[config.mk]
export PLATFORM = sky130hd
export DESIGN_NAME = datapath_controller
export DESIGN_NICKNAME = d
export VERILOG_FILES = /design/src/rtl/datapath_controller.sv
export SDC_FILE = /design/constraint.sdc
export NUM_CORES = 1
export LEC_CHECK = 0
export BUFFER_PORTS_ARGS = -buffer_cell sky130_fd_sc_hd__buf_2
export CAP_MARGIN = 40
export CORE_MARGIN = 2
export CORE_UTILIZATION = 49
export CTS_BUF_LIST = sky130_fd_sc_hd__clkbuf_4 sky130_fd_sc_hd__clkbuf_8
export DETAILED_ROUTE_END_ITERATION = 8
export HOLD_SLACK_MARGIN = 0.12
export PLACE_DENSITY_LB_ADDON = 0.15
export SKIP_CTS_REPAIR_TIMING = 1
export SLEW_MARGIN = 25
export SYNTH_ARGS = -nofsm -noshare
export SYNTH_HDL_FRONTEND = slang
export SYNTH_SLANG_ARGS = --single-unit
export TNS_END_PERCENT = 10
[constraint.sdc]
create_clock -name clk -period 7.2 [get_ports clk]
set_input_delay 0 -clock clk [delete_from_list [all_inputs] [get_ports clk]]
set_output_delay 0 -clock clk [all_outputs]
set_load 0.03 [all_outputs]
[src/rtl/datapath_controller.sv]
// Host-facing sequencer for the SRAM datapath: turns READ/WRITE/COPY/ADD commands
// into primitive datapath read/write cycles and returns one response per command.
module datapath_controller #(
  parameter int unsigned ADDR_W = 7,
  parameter int unsigned DATA_W = 32,
  parameter int unsigned RD_LAT = 2
) (
  input  logic              clk,
  input  logic              n_rst,
  input  logic              cmd_valid,
  output logic              cmd_ready,
  input  logic [1:0]        cmd_op,
  input  logic [ADDR_W-1:0] cmd_addr_a,
  input  logic [ADDR_W-1:0] cmd_addr_b,
  input  logic [DATA_W-1:0] cmd_wdata,
  output logic              rsp_valid,
  input  logic              rsp_ready,
  output logic [DATA_W-1:0] rsp_data,
  output logic              busy,
  output logic [1:0]        dp_op_code,
  output logic [ADDR_W-1:0] dp_address_one,
  output logic [ADDR_W-1:0] dp_address_two,
  output logic [DATA_W-1:0] dp_data_in,
  input  logic [DATA_W-1:0] dp_data_out
);

  localparam int unsigned CNT_W = $clog2(RD_LAT + 1);
  localparam logic [CNT_W-1:0] WAIT_INIT = CNT_W'(RD_LAT - 1);

  localparam logic [1:0] OP_READ  = 2'b00;
  localparam logic [1:0] OP_WRITE = 2'b01;
  localparam logic [1:0] OP_COPY  = 2'b10;

  localparam logic [1:0] DP_IDLE  = 2'b00;
  localparam logic [1:0] DP_READ  = 2'b01;
  localparam logic [1:0] DP_WRITE = 2'b10;

  typedef enum logic [2:0] {
    IDLE   = 3'd0,
    RD_A   = 3'd1,
    WAIT_A = 3'd2,
    RD_B   = 3'd3,
    WAIT_B = 3'd4,
    WR     = 3'd5,
    RESP   = 3'd6
  } state_t;

  state_t            state;
  logic [1:0]        lat_op;
  logic [CNT_W-1:0]  cnt;
  logic [DATA_W-1:0] opa;

  // Outputs are registered for the state being entered, so dp_* lines up with that state's cycle.
  always_ff @(posedge clk) begin
    if (!n_rst) begin
      state          <= IDLE;
      lat_op         <= '0;
      cnt            <= '0;
      opa            <= '0;
      cmd_ready      <= 1'b1;
      rsp_valid      <= 1'b0;
      rsp_data       <= '0;
      busy           <= 1'b0;
      dp_op_code     <= DP_IDLE;
      dp_address_one <= '0;
      dp_address_two <= '0;
      dp_data_in     <= '0;
    end else begin
      dp_op_code <= DP_IDLE;
      case (state)
        IDLE: begin
          if (cmd_valid) begin
            lat_op         <= cmd_op;
            dp_address_one <= cmd_addr_a;
            dp_address_two <= cmd_addr_b;
            cmd_ready      <= 1'b0;
            busy           <= 1'b1;
            if (cmd_op == OP_WRITE) begin
              state      <= WR;
              dp_op_code <= DP_WRITE;
              dp_data_in <= cmd_wdata;
            end else begin
              state      <= RD_A;
              dp_op_code <= DP_READ;
            end
          end
        end
        RD_A: begin
          state <= WAIT_A;
          cnt   <= WAIT_INIT;
        end
        WAIT_A: begin
          if (cnt == '0) begin
            opa <= dp_data_out;
            if (lat_op == OP_READ) begin
              state     <= RESP;
              rsp_valid <= 1'b1;
              rsp_data  <= dp_data_out;
            end else if (lat_op == OP_COPY) begin
              state          <= WR;
              dp_op_code     <= DP_WRITE;
              dp_address_one <= dp_address_two;
              dp_data_in     <= dp_data_out;
            end else begin
              state          <= RD_B;
              dp_op_code     <= DP_READ;
              dp_address_one <= dp_address_two;
            end
          end else begin
            cnt <= cnt - CNT_W'(1);
          end
        end
        RD_B: begin
          state <= WAIT_B;
          cnt   <= WAIT_INIT;
        end
        WAIT_B: begin
          if (cnt == '0) begin
            state          <= WR;
            dp_op_code     <= DP_WRITE;
            dp_address_one <= dp_address_two;
            dp_data_in     <= opa + dp_data_out;
          end else begin
            cnt <= cnt - CNT_W'(1);
          end
        end
        WR: begin
          // The value written is the response for WRITE, COPY and ADD alike.
          state     <= RESP;
          rsp_valid <= 1'b1;
          rsp_data  <= dp_data_in;
        end
        RESP: begin
          if (rsp_ready) begin
            state     <= IDLE;
            rsp_valid <= 1'b0;
            cmd_ready <= 1'b1;
            busy      <= 1'b0;
          end
        end
        default: begin
          state     <= IDLE;
          rsp_valid <= 1'b0;
          cmd_ready <= 1'b1;
          busy      <= 1'b0;
        end
      endcase
    end
  end

endmodule
== Yosys cells after proc, flatten, opt, wreduce, memory -nomap -nowiden ==
Index checks and enable logic that the tools add are counted.
Storage, ports and cells
  bits in registers: 122
  input bits: 84
  output and inout port bits: 83
Operators by class
  add/sub/neg operators: 2
  reduce and logical (&&, ||, !) cells: 19
  bitwise operators: 2
  eq/ne operators: 17
  muxes and demuxes: 41
Operators by type and width (count)
  32-bit two-way mux: 8
  32-bit one-hot mux with 3 select lines: 1
  32-bit one-hot mux with 2 select lines: 1
  32-bit adder: 1
  7-bit two-way mux: 4
  3-bit two-way mux: 7
  3-bit one-hot mux with 7 select lines: 1
  7-bit one-hot mux with 3 select lines: 1
  2-bit != test, second input constant: 9
  2-bit two-way mux: 7
  3-bit equality test, second input constant: 3
  4-bit AND reduction: 2
  7-bit AND reduction: 1
  3-bit by 2-bit equality test with 1-bit output, second input constant: 2
  1-bit two-way mux: 6
  1-bit one-hot mux with 3 select lines: 2
  2-bit one-hot mux with 3 select lines: 1
  2-bit AND reduction: 3
  3-bit AND reduction: 2
  5-bit AND reduction: 1
  5-bit OR reduction: 1
  2-bit zero test: 2
  1-bit one-hot mux with 4 select lines: 1
  2-bit one-hot mux with 2 select lines: 1
  other kinds (10): 13

== Longest topological paths before layout ==
  word-level depth: 5
  gate-level depth with buffers: 10
  mapped depth without buffers: 9

== Worst setup path after synthesis ==
No wires, ideal clock.
  path type: register to register
  start: register opa[0]
  end: register dp_data_in[24]
  stages on the path, launching flop included: 10
  library setup time: 0.127 ns
  path slack: 4.592 ns
  arrival time: 2.481 ns
  required time: 7.073 ns
  cells stage by stage: dfxtp_1 -> ha_1 -> fa_1 -> a21o_1 -> a221oi_2 -> nor3_1 -> a211o_1 -> a31oi_4 -> nor4_1 -> or3_1
On the way
  word-level cells in the longest chain between the ends: 3
RTL lines
  from (decl): line 51  | logic [DATA_W-1:0] opa;
  from (signal assigned): line 94  | opa <= dp_data_out;
  32-bit adder: line 122  | dp_data_in <= opa + dp_data_out;
  32-bit two-way mux: line 118  | if (cnt == '0) begin
  32-bit one-hot mux with 3 select lines: line 70  | case (state)
  to (signal assigned): line 81  | dp_data_in <= cmd_wdata;
  to (signal assigned): line 103  | dp_data_in <= dp_data_out;
  to (signal assigned): line 122
  to (decl): line 23  | output logic [DATA_W-1:0] dp_data_in,
No other way between the ends. The select of a mux whose other input is x is not followed.
A chain may end at the register's enable or synchronous reset.

== Final worst setup path ==
  start: register state[1]
  end: register opa[0]
On the way
  word-level cells in the longest chain between the ends: 2
RTL lines
  from (decl): line 48  | state_t state;
  from (signal assigned): line 56  | state <= IDLE;
  from (signal assigned): line 79  | state <= WR;
  from (signal assigned): line 83  | state <= RD_A;
  3-bit by 2-bit equality test with 1-bit output: line 70
  2-bit AND reduction (no source line)
No other way between the ends.

==> impl_metrics.toml <==
[floorplanning]
coreArea_sq_um = 15090
ioPinCount = 167
die_y_um = 127.8
die_w_um = 127.8
num_rows = 45
initial_core_util_pct = 49.80
dieArea_sq_um = 16340

[placement]
dp_cells = 1233
portBuffers = 166
routabilityCongestion = 0.9170
place_hpwl_um = 15490

[worst_setup_path]
rr_worst_depth = 9
crit_type = "flop to flop"
critPathMaxFanout = 35
cp-startpoint = "state[1]"
rr_startpoint = "state[1]"
rr_endpoint = "opa[0]"
worstPathArrival_ns = 3.90
r2r_slack_ns = 3.69
worstSetupEndpointType = "flop"
crit_required_ns = 7.59
cp-start-kind = "flop"

[finish]
syn_to_final_growth_pct = 29.95
final_cells = 1359
drive_gt1_share_pct = 19.30
mostFrequentLayoutCell = "nand2_1"
fin_util_pct = 64.72
num_antenna_cells = 0
final_cell_mix = "nand2_1, buf_2, dfxtp_1, dlygate4sd3_1, o21ai_0"
nets = 1276

[routing]
drt_first_pass_iters = 6
met3WireLength_um = 1251
antenna_left = 0
dr_wl_met2_um = 11090
vias_per_cell = 5.861
totalWireLength_um = 23710
drc = 0
vias = 7965
wirelength_met1_um = 10990
drtIter0Drc = 549
top_layer_used = "met4"
avgRoutedWirePerCell_um = 17.45

[sta]
fin_crit_sh_pct = 48.77
rsz0062_at_grt = "no"
slew_headroom_pct = 45.92
drv_slew = 0
setup_viol = 0
worst_pin_slew_ns = 0.8101
hold_viol_final = 0
finalSetupTns_ns = 0
finalCriticalPeriod_ns = 3.511
max_freq_mhz = 284.8
fin_skew_ns = 0.008271

[logic_synthesis]
synth_flop_cell = "dfxtp_1"
synth_xor_xnor_area_share_pct = 2.797
syn_area_sq_um = 7515
synthArstFlopShare_pct = 0
syn_nets = 1060
synth_mux_area_share_pct = 4.545
synth_seq_area_share_pct = 32.50
synth-compound-area-share_pct = 30.87
synth_edf_count = 0
synth_cell_type_count = 59
syn_area_per_cell_sq_um = 7.969
ys_warn_count = 0
synth_top_family_by_area = "compound AO/OA/AOI/OAI gates"
synth_fa_ha_area_share_pct = 5.594
synthSimpleGateAreaFrac_pct = 19.01
syn_inst = 943
ys_ff_latch = 122

[pwr]
leakagePower_nw = 4.761
ir_drop_v = 0.0001329
powerDensity_nw_per_um2 = 252.1

[cts]
worstSkewPairLatency_ns = 0.45
tritoncts = "done"
clock-sinks = 122
cts_buffer_depth = 2
cts_buffers = 17
cts_root_buf = "clkbuf_8"
htree_levels = 4
cts.clk_slew.worst_paths_ns = 0.07

[status]
outcome = "complete, no violations"

[worst_hold_path]
hold_start = "cmd_wdata[29]"
holdCritPathClass = "input pin to flop"
holdPathStages = 5
worstHoldEndpoint = "dp_data_in[29]"

[global_route]
grt_pass1_vias = 6981
antenna_found_initial = 0
grt_pass1_wl_um = 35560
grt_max_degree = 64
track_usage_pct = 27.00
grt-ovfl-total = 0

[flow_run]
drv_cap = 0
## routing by layer
| layer | track usage (%) | vias to the layer above |
|---|---|---|
| met5 | 0 | - |
| met4 | 9.050 | 0 |
| met3 | 5.134 | 35 |
| met2 | 41.93 | 276 |
| met1 | 37.77 | 3781 |
| li1 | - | 3873 |
## cell families after synthesis
kind of cell             Yosys count
AO/OA/AOI/OAI                    325
AND/OR/NAND/NOR                  321
flip-flops                       122
buffers and inverters             84
multiplexers                      34
adder cells (fa/ha/maj)           33
XOR/XNOR                          24
## Yosys cell counts, types with 13 or more instances
library cell | n | area, sq um
nand3_1 | 29 | 145.1
dfxtp_1 | 122 | 2442
nand2_1 | 179 | 671.9
ha_1 | 32 | 400.4
clkbuf_1 | 43 | 161.4
nor2_1 | 36 | 135.1
a221oi_1 | 14 | 122.6
o21ai_0 | 62 | 310.3
xnor2_1 | 16 | 140.1
mux2i_1 | 33 | 330.3
o211a_1 | 42 | 420.4
nor3_1 | 14 | 70.07
a21boi_0 | 49 | 367.9
a211oi_1 | 13 | 97.59
buf_2 | 26 | 130.1
a21oi_1 | 58 | 290.3
## flip-flops by register name (all words and copies together), names as in the netlist
register	flops
lat_op	2
state	3
cmd_ready	1
dp_address_two	7
dp_address_one	7
rsp_valid	1
cnt	2
rsp_data	32
dp_op_code	2
dp_data_in	32
opa	32
busy	1
## metrics by stage
step / worst slack (ns) / hold slack, ns / instance area [sq um] / total power [mW]
after global placement: 3.980 / 0.2562 / 8363 / 1.725
after CTS: 3.976 / -0.2295 / 8813 / 2.411
after global routing: 3.452 / 0.2296 / 9766 / 2.591
final: 3.689 / 0.1571 / 9766 / 2.462
after floorplan: 4.592 / 0.1449 / 7515 / 1.481
after detailed placement: 3.986 / 0.2591 / 8378 / 1.735
## where the power goes
part / total, mW / internal [mW] / switching [mW]
clock network: 0.678 / 0.398 / 0.280
registers: 0.855 / 0.779 / 0.0757
logic: 0.929 / 0.330 / 0.599
## layout make-up
class | count | area, sq um
Fill cell | 1346 | 5324
Tap cell | 188 | 235.2
Multi-Input combinational cell | 737 | 4740
Timing Repair Buffer | 273 | 1883
Inverter | 8 | 30.03
Clock inverter | 6 | 110.1
Clock buffer | 25 | 325.3
Sequential cell | 122 | 2442
## worst max-delay path: stages, from the launching register on
cell	delay (ns)
dfxtp_1	0.61
buf_6	0.23
inv_1	0.20
nor3_4	0.18
buf_4	0.41
and2_1	0.60
buf_4	0.38
nand2_1	0.08
a21boi_0	0.18
dlygate4sd3_1	0.58
## how the worst max path moves through the flow
stage                          end  depth (start not counted)
finish                      opa[0]                          9
global route                opa[0]                          9
CTS                  dp_op_code[0]                          7
detailed placement   dp_op_code[0]                          7
global placement    dp_data_in[26]                          8
floorplan           dp_data_in[24]                          9
Power figures use the tool's default switching activity.
